$ cat src/rtl/audio_pkg.sv
// Shared types and note-word helpers for the tone sequencer.
// Note word layout is {duration, half_period}.
package audio_pkg;

  localparam int NOTE_HP_W  = 19;
  localparam int NOTE_DUR_W = 8;
  localparam int NOTE_W     = NOTE_HP_W + NOTE_DUR_W;

  localparam logic [NOTE_HP_W-1:0] END_MARKER = {NOTE_HP_W{1'b1}};

  typedef enum logic [1:0] {
    IDLE,
    FETCH,
    PLAY,
    DONE
  } seq_state_e;

  function automatic logic [NOTE_HP_W-1:0] note_hp(
    input logic [NOTE_W-1:0] w
  );
    return w[NOTE_HP_W-1:0];
  endfunction

  function automatic logic [NOTE_DUR_W-1:0] note_dur(
    input logic [NOTE_W-1:0] w
  );
    return w[NOTE_W-1:NOTE_HP_W];
  endfunction

endpackage

$ cat src/rtl/tone_sequencer_if.sv
// Control, ROM read and audio write signals of the tone sequencer.
// master = sequencer side, slave = system/ROM side.
interface tone_sequencer_if #(
  parameter int ADDR_W = 16,
  parameter int HP_W   = 19,
  parameter int DUR_W  = 8
);
  logic                     start;
  logic                     stop;
  logic [ADDR_W-1:0]        rom_addr;
  logic [HP_W+DUR_W-1:0]    rom_q;
  logic                     audio_out_allowed;
  logic                     write_audio_out;
  logic signed [31:0]       tone_sample;
  logic                     busy;
  logic                     done;

  modport master (
    input  start, stop, rom_q, audio_out_allowed,
    output rom_addr, write_audio_out, tone_sample, busy, done
  );

  modport slave (
    output start, stop, rom_q, audio_out_allowed,
    input  rom_addr, write_audio_out, tone_sample, busy, done
  );
endinterface

$ cat src/rtl/tone_sequencer_tick_gen.sv
// Duration tick divider: one-cycle pulse every TICK_DIV enabled cycles.
// clr holds the phase at zero so every note starts on a fresh tick.
module tick_gen #(
  parameter int TICK_DIV = 5_000_000
) (
  input  logic clk_i,
  input  logic rst_i,
  input  logic clr_i,
  input  logic en_i,
  output logic tick_o
);
  localparam int TW = (TICK_DIV > 1) ? $clog2(TICK_DIV) : 1;
  localparam logic [TW-1:0] LAST = TW'(TICK_DIV - 1);

  logic [TW-1:0] cnt_q;

  assign tick_o = en_i && (cnt_q == LAST);

  always_ff @(posedge clk_i) begin
    if (rst_i || clr_i) begin
      cnt_q <= '0;
    end else if (en_i) begin
      cnt_q <= tick_o ? '0 : cnt_q + 1'b1;
    end
  end
endmodule

$ cat src/rtl/tone_sequencer.sv
// Plays square-wave notes read from the audio ROM.
// Each word gives a half-period and a duration in ticks.
module tone_sequencer
  import audio_pkg::*;
#(
  parameter int ADDR_W    = 16,
  parameter int HP_W      = NOTE_HP_W,
  parameter int DUR_W     = NOTE_DUR_W,
  parameter int TICK_DIV  = 5_000_000,
  parameter int AMPLITUDE = 10_000_000,
  parameter int ROM_LAT   = 2,
  parameter int LOOP      = 0
) (
  input  logic        CLOCK_50,
  input  logic        reset,
  tone_sequencer_if.master sq
);
  localparam int LW = $clog2(ROM_LAT + 2);
  localparam logic [LW-1:0] LAT_LAST = LW'(ROM_LAT);
  localparam logic signed [31:0] AMP_P = 32'(AMPLITUDE);
  localparam logic signed [31:0] AMP_N = -AMP_P;

  seq_state_e         state_q;
  logic [ADDR_W-1:0]  addr_q;
  logic [HP_W-1:0]    hp_q;
  logic [HP_W-1:0]    hp_cnt_q;
  logic [HP_W-1:0]    hp_in;
  logic [DUR_W-1:0]   dur_q;
  logic [DUR_W-1:0]   dur_cnt_q;
  logic [DUR_W-1:0]   dur_in;
  logic [DUR_W-1:0]   dur_nx;
  logic [LW-1:0]      lat_q;
  logic               pol_q;
  logic               busy_q;
  logic               done_q;
  logic signed [31:0] tone_q;
  logic               tick;
  logic               hp_wrap;
  logic               pol_nx;

  assign hp_in   = note_hp(sq.rom_q);
  assign dur_in  = note_dur(sq.rom_q);
  assign hp_wrap = (hp_q != '0) && (hp_cnt_q == hp_q - 1'b1);
  assign pol_nx  = pol_q ^ hp_wrap;
  assign dur_nx  = dur_cnt_q + 1'b1;

  tick_gen #(.TICK_DIV(TICK_DIV)) u_tick (
    .clk_i  (CLOCK_50),
    .rst_i  (reset),
    .clr_i  (state_q != PLAY),
    .en_i   (state_q == PLAY),
    .tick_o (tick)
  );

  always_ff @(posedge CLOCK_50) begin
    if (reset) begin
      state_q   <= IDLE;
      addr_q    <= '0;
      hp_q      <= '0;
      hp_cnt_q  <= '0;
      dur_q     <= '0;
      dur_cnt_q <= '0;
      lat_q     <= '0;
      pol_q     <= 1'b0;
      busy_q    <= 1'b0;
      done_q    <= 1'b0;
      tone_q    <= '0;
    end else begin
      done_q <= 1'b0;
      unique case (state_q)
        IDLE: begin
          tone_q <= '0;
          if (sq.start && !sq.stop) begin
            state_q <= FETCH;
            addr_q  <= '0;
            lat_q   <= '0;
            busy_q  <= 1'b1;
          end
        end
        FETCH: begin
          tone_q <= '0;
          if (sq.stop) begin
            state_q <= DONE;
            done_q  <= 1'b1;
          end else if (lat_q != LAT_LAST) begin
            lat_q <= lat_q + 1'b1;
          end else begin
            hp_q  <= hp_in;
            dur_q <= dur_in;
            lat_q <= '0;
            if (hp_in == END_MARKER) begin
              if (LOOP != 0) begin
                addr_q <= '0;
              end else begin
                state_q <= DONE;
                done_q  <= 1'b1;
              end
            end else if (dur_in == '0) begin
              addr_q <= addr_q + 1'b1;
            end else begin
              state_q   <= PLAY;
              hp_cnt_q  <= '0;
              dur_cnt_q <= '0;
              pol_q     <= 1'b0;
              tone_q    <= (hp_in == '0) ? '0 : AMP_P;
            end
          end
        end
        PLAY: begin
          // the last tick of the note exits so PLAY lasts dur*TICK_DIV cycles
          if (sq.stop) begin
            state_q <= DONE;
            done_q  <= 1'b1;
            tone_q  <= '0;
          end else if (tick && (dur_nx == dur_q)) begin
            state_q <= FETCH;
            addr_q  <= addr_q + 1'b1;
            lat_q   <= '0;
            tone_q  <= '0;
          end else begin
            if (tick) dur_cnt_q <= dur_nx;
            hp_cnt_q <= (hp_wrap || hp_q == '0) ? '0 : hp_cnt_q + 1'b1;
            pol_q    <= pol_nx;
            tone_q   <= (hp_q == '0) ? '0 : (pol_nx ? AMP_N : AMP_P);
          end
        end
        DONE: begin
          state_q <= IDLE;
          busy_q  <= 1'b0;
          tone_q  <= '0;
        end
        default: state_q <= IDLE;
      endcase
    end
  end

  assign sq.rom_addr        = addr_q;
  assign sq.tone_sample     = tone_q;
  assign sq.busy            = busy_q;
  assign sq.done            = done_q;
  assign sq.write_audio_out = sq.audio_out_allowed & busy_q;
endmodule

$ cat src/flat_wrapper.sv
// flat-port wrapper written by rule: the top's interface ports become plain ports
module tone_sequencer_flat import audio_pkg::*;
#(
  parameter int ADDR_W    = 16,
  parameter int HP_W      = NOTE_HP_W,
  parameter int DUR_W     = NOTE_DUR_W,
  parameter int TICK_DIV  = 5_000_000,
  parameter int AMPLITUDE = 10_000_000,
  parameter int ROM_LAT   = 2,
  parameter int LOOP      = 0
)
  (CLOCK_50, reset, sq_start, sq_stop, sq_rom_q, sq_audio_out_allowed, sq_rom_addr, sq_write_audio_out, sq_tone_sample, sq_busy, sq_done);
  tone_sequencer_if #(.ADDR_W(ADDR_W), .HP_W(HP_W), .DUR_W(DUR_W)) sq_i ();
  input  logic CLOCK_50;
  input  logic reset;
  input wire logic [$bits(sq_i.start)-1:0] sq_start;
  input wire logic [$bits(sq_i.stop)-1:0] sq_stop;
  input wire logic [$bits(sq_i.rom_q)-1:0] sq_rom_q;
  input wire logic [$bits(sq_i.audio_out_allowed)-1:0] sq_audio_out_allowed;
  output wire logic [$bits(sq_i.rom_addr)-1:0] sq_rom_addr;
  output wire logic [$bits(sq_i.write_audio_out)-1:0] sq_write_audio_out;
  output wire logic [$bits(sq_i.tone_sample)-1:0] sq_tone_sample;
  output wire logic [$bits(sq_i.busy)-1:0] sq_busy;
  output wire logic [$bits(sq_i.done)-1:0] sq_done;
  assign sq_i.start = sq_start;
  assign sq_i.stop = sq_stop;
  assign sq_i.rom_q = sq_rom_q;
  assign sq_i.audio_out_allowed = sq_audio_out_allowed;
  assign sq_rom_addr = sq_i.rom_addr;
  assign sq_write_audio_out = sq_i.write_audio_out;
  assign sq_tone_sample = sq_i.tone_sample;
  assign sq_busy = sq_i.busy;
  assign sq_done = sq_i.done;
  tone_sequencer #(.ADDR_W(ADDR_W), .HP_W(HP_W), .DUR_W(DUR_W), .TICK_DIV(TICK_DIV), .AMPLITUDE(AMPLITUDE), .ROM_LAT(ROM_LAT), .LOOP(LOOP)) u_core (.CLOCK_50(CLOCK_50), .reset(reset), .sq(sq_i));
endmodule
$ cat config.mk
export PLATFORM = sky130hd
export DESIGN_NAME = tone_sequencer_flat
export DESIGN_NICKNAME = d
export VERILOG_FILES = /design/src/rtl/audio_pkg.sv /design/src/rtl/tone_sequencer_if.sv /design/src/rtl/tone_sequencer_tick_gen.sv /design/src/rtl/tone_sequencer.sv /design/src/flat_wrapper.sv
export SDC_FILE = /design/constraint.sdc
export NUM_CORES = 1
export LEC_CHECK = 0
export CORE_MARGIN = 5
export CORE_UTILIZATION = 50
export CTS_BUF_LIST = sky130_fd_sc_hd__clkbuf_16
export CTS_CLUSTER_DIAMETER = 120
export DETAILED_ROUTE_END_ITERATION = 12
export PLACE_DENSITY = 0.78
export SYNTH_ARGS = -nofsm -noshare
export SYNTH_HDL_FRONTEND = slang
export SYNTH_SLANG_ARGS = --single-unit
$ cat constraint.sdc
create_clock -name CLOCK_50 -period 3.36 [get_ports CLOCK_50]
set_input_delay 0.672 -clock CLOCK_50 [delete_from_list [all_inputs] [get_ports CLOCK_50]]
set_output_delay 0.672 -clock CLOCK_50 [all_outputs]
set_load 0.01 [all_outputs]
Word-level counts from Yosys, hierarchy flattened:

Cells that the tools add are included.

* register bits after elaboration: 132
* logic and storage cells: 130

* multiplexer cells: 63
* equal/unequal tests: 22
* reduce and logical (&&, ||, !) cells: 23
* $add $sub $neg: 6
* bitwise logic cells: 4

Operators with widths (number)
* 32-bit two-way mux: 8
* 19-bit two-way mux: 7
* 16-bit two-way mux: 7
* 32-bit case mux with 3 select lines: 1
* 8-bit two-way mux: 7
* 16-bit case mux with 3 select lines: 1
* 19-bit zero test: 2
* 19-bit case mux with 2 select lines: 1
* 2-bit two-way mux: 12
* 24-bit two-way mux: 1
* 23-bit by 1-bit adder with 23-bit output (second input constant): 1
* 23-bit equality test (second input constant): 1
* 23-bit two-way mux: 1
* 19-bit by 1-bit adder with 19-bit output (second input constant): 1
* 19-bit equality test: 1
* 19-bit equality test (second input constant): 1
* 19-bit nonzero test: 1
* 19-bit by 1-bit subtractor with 19-bit output (second input constant): 1
* 16-bit by 1-bit adder with 16-bit output (second input constant): 1
* 2-bit inequality test (second input constant): 8
* 8-bit case mux with 2 select lines: 1
* 8-bit AND reduction: 2
* 1-bit two-way mux: 11
* 8-bit by 1-bit adder with 8-bit output (second input constant): 1
* 27 further kinds: 39

Logic depth before layout (Yosys ltp):

* word-level depth: 9
* mapped depth: 12
* depth with buffers taken out: 10

Modules after synthesis:

Synthesis repeated with hierarchy kept, for this count alone.

* cells, all modules: 806
* area, all modules: 6347.3 µm²

Modules (own cells, without submodules)
* tone_sequencer: area an instance 5206.2 µm², cells an instance 680, times used 1, sequential area each 1601.5 µm²
* tick_gen: area an instance 1141.1 µm², cells an instance 126, times used 1, sequential area each 460.4 µm²

Worst setup path before layout:

Ideal clock, no wire load.

* path type: input to register
* from: in sq_rom_q[20]
* to: reg u_core.hp_cnt_q[1]
* library setup time: 0.117 ns
* cell stages on the path: 7
* arrival time: 2.551 ns
* path buffers: 1
* slack: 0.691 ns
* cell sequence: or4_1 > nor2_1 > a31oi_1 > a31oi_1 > nor4_2 > buf_2 > a32o_1

* word-level cells in the longest chain between the ends: 3

Ends and longest elaborated chain
* start, declared: RTL line flat_wrapper.sv:18 `input wire logic [$bits(sq_i.rom_q)-1:0] sq_rom_q;`
* 8-bit zero test: RTL line tone_sequencer.sv:98 `end else if (dur_in == '0) begin`
* 2-bit inequality test (no source line)
* 7-bit AND reduction (no source line)
* end signal, assigned: RTL line tone_sequencer.sv:122 `hp_cnt_q <= (hp_wrap || hp_q == '0) ? '0 : hp_cnt_q + 1'b1;`
* end, declared: RTL line tone_sequencer.sv:26 `logic [HP_W-1:0] hp_cnt_q;`

No other way between the ends.
A chain may end at the register's enable or synchronous reset.

Worst setup path after layout:

* from: reg u_core.u_tick.cnt_q[0]
* to: reg u_core.hp_cnt_q[12]

* word-level cells in the longest chain between the ends: 5

Ends and longest elaborated chain
* start, declared: RTL line tone_sequencer_tick_gen.sv:15 `logic [TW-1:0] cnt_q;`
* start signal, assigned: RTL line tone_sequencer_tick_gen.sv:23 `cnt_q <= tick_o ? '0 : cnt_q + 1'b1;`
* 23-bit equality test: RTL line tone_sequencer_tick_gen.sv:17 `assign tick_o = en_i && (cnt_q == LAST);`
* 1-bit logical AND: RTL line tone_sequencer_tick_gen.sv:17
* 1-bit logical AND: RTL line tone_sequencer.sv:115 `end else if (tick && (dur_nx == dur_q)) begin`
* 2-bit inequality test (no source line)
* 7-bit AND reduction (no source line)

No other way between the ends.

==> results.md <==
* Placer Congestion at ~0.85
* Pin count of the biggest net entering global routing at 69
* Die area at 14880 um2
* H-tree level count at 3
* VDD IR max at around 0.31 mV
* Synth cell types at 71
* Hold Path Cell Cnt at 2
* Antenna violations before repair at 0
* Commonest cells after routing, fill and taps aside: 119 x nand2_1, 103 x dfxtp_1, 74 x clkdlybuf4s50_1, 58 x nor2_1, 39 x nand3_1
* Worst-path clk slew at roughly 0.08 ns
* Aggregate global-route resource usage at 20.11%
* CP max FO at 10
* RSZ-0062 raised after global routing: false
* Pins over their slew limit at 0
* Final hold vios at 0
* Layout cells sized above 1 at under 10%
* Path category of the worst min-delay check: reg -> reg
* PortBufs at 75
* Combinational Power Share at 22.2%
* CTS Hold Bufs at 0
* Switching pwr at around 0.00096 W
* I/O pin count at 83
* CP peak stage delay at slightly below 0.6 ns
* WP buf/inv at 2
* Net Sw Frac at between 30% and 40%
* Commonest non-fill, non-tap cell in the layout: nand2_1
* CP Capture Type: register
* Worst skew pair latency at about 0.36 ns
* Reg2reg start: u_core.u_tick.cnt_q[0]$_SDFFE_PP0P_
* Die Ht at between 100 and 150 um
* Clock Skew at around 0.011 ns
* Crit path DAT at 3.29 ns
* Top FF cell, synth: dfxtp_1
* Post-DP HPWL at 11.07 mm
* Vias/cell at around 5.8
* Gates resized, CTS repair at 0
* Status: finished, final reports clean
* Vias in the first global route at 4968
* Max Cap Viol at 0
* Pre-Repair DR Iteration Count at 5
* First-pass GRT wire length at roughly 24 mm
* # rows at between 40 and 50
* Register area share after synthesis at 32.88%
* FMAX at approximately 330 MHz
* DRT iter0 DRCs at approximately 410
* #FFs+latches synth at roughly 100
* Startpoint Class: register
* Mapped Area at 6271 um2
* Via count at 5734
* Post-synth EDFFs at 0
* TritonCTS buffer count at 9
* Final wirelength at 14.93 mm
* Worst path top cell family by delay: simple AND/OR/NAND/NOR gates
* Antenna-violating nets left at 0
* WL/cell at around 15 um
* Crit-path slowest cell: nor4_4
* CP required at roughly 3.6 ns
* Sequential Power Share at between 40% and 50%
* Clock network fraction of total power at 35.8%
* Setup TNS at 0 ns
* Clock Path Buffers at 2
* R2r endpoint: u_core.hp_cnt_q[12]$_SDFFE_PP0P_
* Async SR Flop Fraction at 0%
* Hold Path Sink: u_core.dur_q[4]$_SDFFE_PP0P_
* Clock Sink Count at about 100
* Yosys warns at 0
* Hold Crit Start: u_core.dur_q[4]$_SDFFE_PP0P_
* R2R setup slack at roughly 0.30 ns
* Fin crit share at between 90% and 100%
* Leakage at ~2.4 nW
* Critical path cell sequence: ha_1 -> and3_1 -> nand3_2 -> nor4_4 -> inv_1 -> nor4_4 -> nor4_2 -> buf_4 -> a31oi_1 -> o22ai_1
* DIE WIDTH at around 120 um
* DRC Markers at 0
* Synth Instances at a little under 800
* Reg2reg path depth at 10
* Area Overhead vs Synth at 15.34%
* Power Density at roughly 420 nW/um2
* Root Buffer: clkbuf_16
* Nets at ~850
* TritonCTS clock tree: yes
* Setup bufs post-CTS at 0
* P_int at 0.002077 W
* Final min period at around 3.1 ns
* Final Util at 58.02%
* Overflow after GRT at 0
* Average size of a mapped cell at 8.071 um2
* Critical path type: reg -> reg
* Core Box Area at approximately 12000 um2
* Most common cell type on the critical path: nor4_4
* Count of final setup violators at 0
* Slew HR at between 40% and 50%
* Worst-Margin Slew at 0.8662 ns
* Number of antenna cells inserted at 0
* Initial Utilization at 50.31%
[tightest hold or removal path, stage by stage (launching register included)]
cell and delay, ns:
dfxtp_1 0.32, nand2_1 0.05, a21oi_1 0.05
[cells by family after synthesis]
group / after synthesis / share of synthesized area, %
AOI/OAI and AO/OA: 147 / 17.40
other: 1 / 0.05980
DFF: 103 / 32.88
adders and majority gates: 11 / 2.195
buffers and inverters: 87 / 7.582
xor gates and xnor gates: 56 / 7.821
muxes: 5 / 0.8180
and+or+nand+nor: 367 / 31.24
[worst max path at each step]
stage                                        startpoint                               end  slack [ns]  cells past startpoint
global route           u_core.dur_cnt_q[1]$_SDFFE_PP0P_  u_core.hp_cnt_q[18]$_SDFFE_PP0P_        0.01                      9
finish              u_core.u_tick.cnt_q[0]$_SDFFE_PP0P_  u_core.hp_cnt_q[12]$_SDFFE_PP0P_        0.30                     10
CTS                 u_core.u_tick.cnt_q[0]$_SDFFE_PP0P_  u_core.hp_cnt_q[12]$_SDFFE_PP0P_        0.32                     10
floorplan                                  sq_rom_q[20]   u_core.hp_cnt_q[1]$_SDFFE_PP0P_        0.69                      7
detailed placement                         sq_rom_q[26]   u_core.hp_cnt_q[5]$_SDFFE_PP0P_        0.13                      8
global placement                           sq_rom_q[20]   u_core.hp_cnt_q[9]$_SDFFE_PP0P_        0.19                      9
[power by group through the flow]
stage | Combinational (W) | Clock, W | Sequential (W)
floorplan | 0.000460 | 0 | 0.00130
global placement | 0.000658 | 0 | 0.00130
detailed placement | 0.000665 | 0 | 0.00130
CTS | 0.000669 | 0.00111 | 0.00127
global route | 0.000746 | 0.00116 | 0.00128
finish | 0.000675 | 0.00109 | 0.00127
[synthesized netlist by cell type (3+ instances only)]
library cell,n,area (um2)
buf_4,32,240.2
a22oi_1,6,45.04
a211oi_1,4,30.03
mux2i_1,4,40.04
xnor2_1,31,271.5
nor3b_1,7,52.55
nor4_4,4,85.08
nand2b_1,4,25.02
dfxtp_1,103,2062
buf_6,3,33.78
and3_1,15,93.84
or2_2,6,37.54
a32o_1,14,140.1
buf_2,5,25.02
o311ai_2,4,65.06
inv_1,16,60.06
and2_1,7,43.79
nor4_1,13,81.33
nand3_1,39,195.2
nor3_1,17,85.08
and4_1,4,35.03
o31ai_1,7,52.55
or4_1,9,67.56
xor2_1,25,219.0
nor2b_1,7,43.79
nand4_1,25,156.4
o211ai_1,4,30.03
or3_1,7,43.79
nor2_1,58,217.7
nand4b_1,4,35.03
o21ai_0,25,125.1
clkbuf_1,29,108.9
a31o_2,3,26.28
a21oi_1,37,185.2
nand2_1,119,446.7
nor4b_1,4,35.03
a31oi_1,17,106.4
ha_1,11,137.6
[stage by stage]
stage / setup WS (ns) / std cells / total power, W / instance area (um2) / hold WS, ns
after floorplan: 0.6914 / 783 / 0.001759 / 6294 / 0.4303
after global placement: 0.1943 / 971 / 0.001960 / 6929 / 0.4477
after detailed placement: 0.1295 / 971 / 0.001968 / 6929 / 0.4565
after CTS: 0.3190 / 987 / 0.003048 / 7233 / 0.4720
after global routing: 0.01210 / 987 / 0.003180 / 7233 / 0.4973
final: 0.2970 / 987 / 0.003037 / 7233 / 0.4710
[area by class of cell]
cell class	instances	area (um2)
clock buffers	9	225.2
multi-input cells	593	3756
fillers	1129	5233
well taps	172	215.2
repair buffers	87	835.8
inverters	16	60.06
clock inverters	7	78.83
flip-flops and latches	103	2062
[layer usage]
metal,part of all wire [%],global-route usage [%],vias to the layer above
met1,47,28.53,2701
met5,0,0,-
met4,2.2,7.563,0
li1,-,-,2839
met3,6.0,3.482,23
met2,44,30.56,171
[state kept, by name, summed over array words and instances, names as in the netlist]
name	count
u_core.hp_cnt_q	19
u_core.dur_q	8
u_core.state_q	2
u_core.sq.busy	1
u_core.sq.done	1
u_core.sq.tone_sample	3
u_core.hp_q	19
u_core.lat_q	2
u_core.u_tick.cnt_q	23
u_core.dur_cnt_q	8
u_core.pol_q	1
u_core.sq.rom_addr	16
Power figures use the tool's default switching activity.
